**src/rtl/text_line_renderer_if.sv**
```systemverilog
// Signal bundle for text_line_renderer: video timing in, buffer writes in,
// glyph-ROM address out / dot in, and the aligned colour output.
interface text_line_renderer_if #(
  parameter int unsigned N_CHARS = 16
);
  localparam int unsigned AW = $clog2(N_CHARS);

  logic [10:0]   hc;
  logic [10:0]   vc;
  logic          de;
  logic          wr_en;
  logic [AW-1:0] wr_addr;
  logic [7:0]    wr_data;
  logic          wr_clear;
  logic [7:0]    char_sel;
  logic [2:0]    coor_x;
  logic [2:0]    coor_y;
  logic          pixel;
  logic [11:0]   rgb;
  logic          de_out;

  modport master (
    output hc, vc, de, wr_en, wr_addr, wr_data, wr_clear, pixel,
    input  char_sel, coor_x, coor_y, rgb, de_out
  );

  modport slave (
    input  hc, vc, de, wr_en, wr_addr, wr_data, wr_clear, pixel,
    output char_sel, coor_x, coor_y, rgb, de_out
  );
endinterface

```
**src/rtl/text_line_renderer.sv**
```systemverilog
// Renders a one-line ASCII buffer into a screen window: stage 1 addresses the
// glyph ROM, stage 2 turns the returned dot into a colour aligned with de_out.
module text_line_renderer #(
  parameter int unsigned N_CHARS = 16,
  parameter int unsigned X0      = 0,
  parameter int unsigned Y0      = 0,
  parameter int unsigned SCALE   = 2,
  parameter logic [11:0] FG      = 12'hFFF,
  parameter logic [11:0] BG      = 12'h000
) (
  input logic                  clk,
  input logic                  rst,
  text_line_renderer_if.slave  bus
);

  localparam int unsigned AW    = $clog2(N_CHARS);
  localparam int unsigned CS    = 3 + SCALE;
  localparam int unsigned WIN_W = N_CHARS << CS;
  localparam int unsigned WIN_H = 1 << CS;
  localparam logic [7:0]  SPACE = 8'd32;

  logic [7:0]    text_q [N_CHARS];
  logic [7:0]    text_d [N_CHARS];

  logic [10:0]   rx, ry;
  logic [AW-1:0] cell_idx;
  logic [2:0]    gx, gy;
  logic          in_win;
  logic [7:0]    rd_char;

  logic [7:0]    char_sel_q, char_sel_d;
  logic [2:0]    coor_x_q, coor_x_d;
  logic [2:0]    coor_y_q, coor_y_d;
  logic          in_win_s1_q, in_win_s1_d;
  logic          blank_s1_q, blank_s1_d;
  logic          de_s1_q, de_s1_d;
  logic [11:0]   rgb_q, rgb_d;
  logic          de_out_q, de_out_d;

  always_comb begin
    for (int unsigned i = 0; i < N_CHARS; i++) text_d[i] = text_q[i];
    if (bus.wr_clear) begin
      for (int unsigned i = 0; i < N_CHARS; i++) text_d[i] = SPACE;
    end else if (bus.wr_en && (32'(bus.wr_addr) < N_CHARS)) begin
      text_d[bus.wr_addr] = bus.wr_data;
    end
  end

  // Unsigned wrap makes hc < X0 / vc < Y0 land far outside the window.
  always_comb begin
    rx       = bus.hc - 11'(X0);
    ry       = bus.vc - 11'(Y0);
    cell_idx = AW'(rx >> CS);
    gx       = 3'(rx >> SCALE);
    gy       = 3'(ry >> SCALE);
    in_win   = (32'(rx) < WIN_W) && (32'(ry) < WIN_H);
    rd_char  = text_q[cell_idx];
  end

  always_comb begin
    char_sel_d  = SPACE;
    coor_x_d    = '0;
    coor_y_d    = '0;
    in_win_s1_d = in_win;
    blank_s1_d  = (gx >= 3'd5) || (rd_char == SPACE);
    de_s1_d     = bus.de;
    if (in_win) begin
      char_sel_d = rd_char;
      coor_x_d   = gx;
      coor_y_d   = gy;
    end
  end

  // Space is forced blank because the ROM draws unknown codes as a dot.
  always_comb begin
    rgb_d    = '0;
    de_out_d = de_s1_q;
    if (de_s1_q) begin
      if (!in_win_s1_q || blank_s1_q) rgb_d = BG;
      else                            rgb_d = bus.pixel ? FG : BG;
    end
  end

  always_ff @(posedge clk) begin
    if (rst) begin
      for (int unsigned i = 0; i < N_CHARS; i++) text_q[i] <= SPACE;
      char_sel_q  <= SPACE;
      coor_x_q    <= '0;
      coor_y_q    <= '0;
      in_win_s1_q <= 1'b0;
      blank_s1_q  <= 1'b0;
      de_s1_q     <= 1'b0;
      rgb_q       <= '0;
      de_out_q    <= 1'b0;
    end else begin
      for (int unsigned i = 0; i < N_CHARS; i++) text_q[i] <= text_d[i];
      char_sel_q  <= char_sel_d;
      coor_x_q    <= coor_x_d;
      coor_y_q    <= coor_y_d;
      in_win_s1_q <= in_win_s1_d;
      blank_s1_q  <= blank_s1_d;
      de_s1_q     <= de_s1_d;
      rgb_q       <= rgb_d;
      de_out_q    <= de_out_d;
    end
  end

  assign bus.char_sel = char_sel_q;
  assign bus.coor_x   = coor_x_q;
  assign bus.coor_y   = coor_y_q;
  assign bus.rgb      = rgb_q;
  assign bus.de_out   = de_out_q;

endmodule

```
**src/flat_wrapper.sv**
```systemverilog
// flat-port wrapper written by rule: the top's interface ports become plain ports
module text_line_renderer_flat 
#(
  parameter int unsigned N_CHARS = 16,
  parameter int unsigned X0      = 0,
  parameter int unsigned Y0      = 0,
  parameter int unsigned SCALE   = 2,
  parameter logic [11:0] FG      = 12'hFFF,
  parameter logic [11:0] BG      = 12'h000
)
  (clk, rst, bus_hc, bus_vc, bus_de, bus_wr_en, bus_wr_addr, bus_wr_data, bus_wr_clear, bus_pixel, bus_char_sel, bus_coor_x, bus_coor_y, bus_rgb, bus_de_out);
  text_line_renderer_if #(.N_CHARS(N_CHARS)) bus_i ();
  input logic clk;
  input logic rst;
  input wire logic [$bits(bus_i.hc)-1:0] bus_hc;
  input wire logic [$bits(bus_i.vc)-1:0] bus_vc;
  input wire logic [$bits(bus_i.de)-1:0] bus_de;
  input wire logic [$bits(bus_i.wr_en)-1:0] bus_wr_en;
  input wire logic [$bits(bus_i.wr_addr)-1:0] bus_wr_addr;
  input wire logic [$bits(bus_i.wr_data)-1:0] bus_wr_data;
  input wire logic [$bits(bus_i.wr_clear)-1:0] bus_wr_clear;
  input wire logic [$bits(bus_i.pixel)-1:0] bus_pixel;
  output wire logic [$bits(bus_i.char_sel)-1:0] bus_char_sel;
  output wire logic [$bits(bus_i.coor_x)-1:0] bus_coor_x;
  output wire logic [$bits(bus_i.coor_y)-1:0] bus_coor_y;
  output wire logic [$bits(bus_i.rgb)-1:0] bus_rgb;
  output wire logic [$bits(bus_i.de_out)-1:0] bus_de_out;
  assign bus_i.hc = bus_hc;
  assign bus_i.vc = bus_vc;
  assign bus_i.de = bus_de;
  assign bus_i.wr_en = bus_wr_en;
  assign bus_i.wr_addr = bus_wr_addr;
  assign bus_i.wr_data = bus_wr_data;
  assign bus_i.wr_clear = bus_wr_clear;
  assign bus_i.pixel = bus_pixel;
  assign bus_char_sel = bus_i.char_sel;
  assign bus_coor_x = bus_i.coor_x;
  assign bus_coor_y = bus_i.coor_y;
  assign bus_rgb = bus_i.rgb;
  assign bus_de_out = bus_i.de_out;
  text_line_renderer #(.N_CHARS(N_CHARS), .X0(X0), .Y0(Y0), .SCALE(SCALE), .FG(FG), .BG(BG)) u_core (.clk(clk), .rst(rst), .bus(bus_i));
endmodule
```
**config.mk**
```make
export PLATFORM = sky130hd
export DESIGN_NAME = text_line_renderer_flat
export DESIGN_NICKNAME = d
export VERILOG_FILES = /design/src/rtl/text_line_renderer_if.sv /design/src/rtl/text_line_renderer.sv /design/src/flat_wrapper.sv
export SDC_FILE = /design/constraint.sdc
export NUM_CORES = 1
export LEC_CHECK = 0
export ABC_AREA = 1
export CAP_MARGIN = 20
export CORE_AREA = 3 3 137 192
export CTS_BUF_LIST = sky130_fd_sc_hd__clkbuf_8
export DETAILED_ROUTE_END_ITERATION = 6
export DIE_AREA = 0 0 140 195
export PLACE_DENSITY = 0.5
export SLEW_MARGIN = 20
export SYNTH_ARGS = -nofsm -noshare
export SYNTH_HDL_FRONTEND = slang
export SYNTH_SLANG_ARGS = --single-unit
export TNS_END_PERCENT = 50
```
**constraint.sdc**
```tcl
create_clock -name clk -period 1.2 [get_ports clk]
set_input_delay 0.12 -clock clk [delete_from_list [all_inputs] [get_ports clk]]
set_output_delay 0.12 -clock clk [all_outputs]
set_load 0.02 [all_outputs]
```
==> results.py <==
metrics = {
    "pwr": {
        "ir_drop_uv": 635,
        "powerDensity_nw_per_um2": 1090,
        "leakagePower_nw": 3.84,
    },
    "yosys": {
        "synth_seq_cells": 147,
        "yosysMostFrequentCell": "nand2_1",
        "post-synth-top-area-cell": "dfxtp_1",
        "ys_types": 21,
        "synthTopCellsByArea": "dfxtp_1, o21ai_0, nand2_1",
        "syn-instance-count": 951,
        "synth_edf_count": 0,
        "yosys_warnings": 0,
        "syn_area_um2": 6620,
        "synth_top_area_frac": 0.445,
        "synthTopCellsByCount": "nand2_1, inv_1, dfxtp_1",
        "synth.avg_cell_area_um2": 6.96,
        "synth-seq-area-share": 0.445,
        "synthArstFlopShare": 0,
        "yosys_most_used_dff": "dfxtp_1",
        "synth_nets": 991,
    },
    "clock_tree": {
        "cts_inserted_buffers": 17,
        "clockRootBuffer": "clkbuf_8",
        "htreeDepth": 4,
        "postCtsHoldBufs": 0,
        "cts.sinks": 147,
        "cts_tree": "yes",
        "clk_latency_ps": 470,
        "clk_pin_slew_worst_paths_ps": 90,
        "cts_buffer_depth": 2,
    },
    "finish": {
        "layout-drive-gt1-share": 0.266,
        "fillers": 2613,
        "layout.nets": 1128,
        "area_delta_synth_final_pct": 38.2,
        "utilization": 0.371,
        "antennaDiodeCount": 0,
    },
    "drt": {
        "drtAntennaViolNets": 0,
        "route.detailed.drc": 0,
        "drtIter0Drc": 282,
        "post_drt_wl_per_cell_um": 14.3,
        "dr.pass1.iters": 5,
        "post_drt_via_cell_ratio": 4.50,
        "vias": 6367,
        "drt-total-wl_mm": 20.2,
    },
    "min_path": {
        "hold_class": "in2reg",
    },
    "worst_setup_path": {
        "start_kind": "flip-flop",
        "crit_required_ps": 1610,
        "critPathArrivalTime_ps": 1670,
        "cp_cell_sequence": "inv_1 -> o21ai_2 -> nand2_1 -> nand3_1 -> nand3_2 -> nand2_2 -> nand2_2 -> nor2_2 -> nand2_1 -> a21oi_2",
        "critPathMaxFanout": 2,
        "critPathKind": "reg2reg",
        "cp_num_buf_inv": 1,
        "critPathMaxStageDelay_ps": 310,
        "slowest_stage": "dfxtp_1",
        "cp-end-kind": "flip-flop",
        "critical-path-top-delay-family": "simple AND/OR/NAND/NOR gates",
    },
    "timing": {
        "rsz0062_at_grt": "yes",
        "skew_ps": 11.4,
        "post-route-min-period_ps": 1250,
        "fmax_ghz": 0.799,
        "drv_slew": 0,
        "final.setup.tns_ps": -165,
        "min_period_over_period": 1.04,
        "finalSetupViolCount": 10,
        "tightest_slew_ps": 377,
        "max_slew_margin": 0.749,
        "fin_ws_ps": -51.9,
        "finalHoldViolCount": 0,
    },
    "run_status": {
        "violations": "negative setup slack",
        "status": "finished with violations",
    },
    "die": {
        "design.die.area_um2": 27300,
        "die_h_um": 195,
        "core-area_um2": 24700,
        "dieWidth_um": 140,
        "num_io_pins": 67,
        "initial_core_util": 0.268,
        "fp-row-count": 68,
    },
    "place": {
        "pre_cts_slack_ps": -685,
        "place.gp.congestion": 0.838,
        "port_buffers": 62,
        "hpwl_mm": 14.0,
    },
    "flow_run": {
        "drv_cap": 0,
    },
    "grt": {
        "grt_pass1_vias": 6178,
        "track_usage": 0.150,
        "grt_start_max_net_pins": 46,
        "antenna_found_initial": 0,
        "grt_overflow": 0,
        "grt_first_pass_wirelength_mm": 32.8,
    },
}
worst reg2reg max path, cell delays in order (launching register included):
cell	delay, ps
dfxtp_1	310
inv_1	60
o21ai_2	140
nand2_1	60
nand3_1	90
nand3_2	90
nand2_2	100
nand2_2	50
nor2_2	90
nand2_1	70
a21oi_2	120
what timing repair did:
action                                  in CTS  in global routing
setup buffers                                1                  1
endpoints found under the setup margin      88                128
pin swaps                                    8                 21
gates resized for setup                    143                 89
metal layers:
metal	vias to the layer above	wire (um)	global-route usage
li1	3303	-	-
met1	2893	8900	0.183
met2	137	9990	0.261
met3	34	862	0.0314
met4	0	481	0.0546
met5	-	0	0
layout make-up:
cell class / count / area, um^2 / area share
multi-input combinational: 573 / 3000 / 0.328
timing repair buffer: 192 / 1840 / 0.201
clock buffer: 18 / 248 / 0.0271
inverter: 157 / 594 / 0.0650
tap: 315 / 394 / 0.0431
sequential: 147 / 2950 / 0.322
clock inverter: 14 / 121 / 0.0133
power breakdown:
| group | internal, mW | switching (mW) | total, mW |
|---|---|---|---|
| logic | 0.600 | 0.780 | 1.38 |
| registers | 4.91 | 0.0112 | 4.93 |
| clock network | 1.54 | 2.15 | 3.69 |
| total | 7.06 | 2.94 | 9.99 |
registers in the layout, summed over array words and instances, names as in the netlist:
| signal | flops |
|---|---|
| u_core.text_q | 128 |
| u_core.in_win_s1_q | 1 |
| u_core.de_out_d | 1 |
| u_core.bus.de_out | 1 |
| u_core.bus.coor_y | 3 |
| u_core.blank_s1_q | 1 |
| u_core.bus.coor_x | 3 |
| u_core.bus.char_sel | 8 |
| u_core.bus.rgb | 1 |
placed cells by master, fill, tap and decap left out, types with 7 or more instances in the layout:
master / n
clkbuf_8: 18
inv_1: 137
buf_4: 110
nand3_1: 54
buf_6: 7
nand2_2: 8
buf_2: 15
o21ai_0: 113
nand2_1: 144
buf_12: 25
nor2_1: 59
dfxtp_1: 142
inv_2: 18
a21oi_1: 106
clkdlybuf4s50_1: 28
o211ai_1: 12
nand3_2: 49
path summary, 6_finish.rpt:
path	start	to	slack, ps	cells after the start
worst max-delay path	u_core.text_q[0][5]	u_core.blank_s1_q	-50	10
worst min-delay path	bus_vc[3]	u_core.bus.coor_y[1]	160	3
worst max register to register	u_core.text_q[0][5]	u_core.blank_s1_q	-50	10
worst min register to register	u_core.blank_s1_q	u_core.bus.rgb[10]	400	1
per-stage QoR:
step	cells	hold WS [ps]	power (mW)	cell area, um^2
6_report	1416	163	9.99	9150
5_1_grt	1416	158	10.4	9150
4_1_cts	1415	134	10.1	8990
3_5_place_dp	1382	394	6.32	8490
3_3_place_gp	1382	406	6.32	8490
2_1_floorplan	951	182	5.66	6620
kinds of logic (layout without fill, tap and decap cells):
kind of cell / count (synthesis) / count (layout) / share of synthesized area
AOI/OAI and AO/OA: 245 / 245 / 0.195
DFF: 147 / 147 / 0.445
and+or+nand+nor: 328 / 328 / 0.208
buffers and inverters: 231 / 381 / 0.153
(Power assumes the default switching activity.)
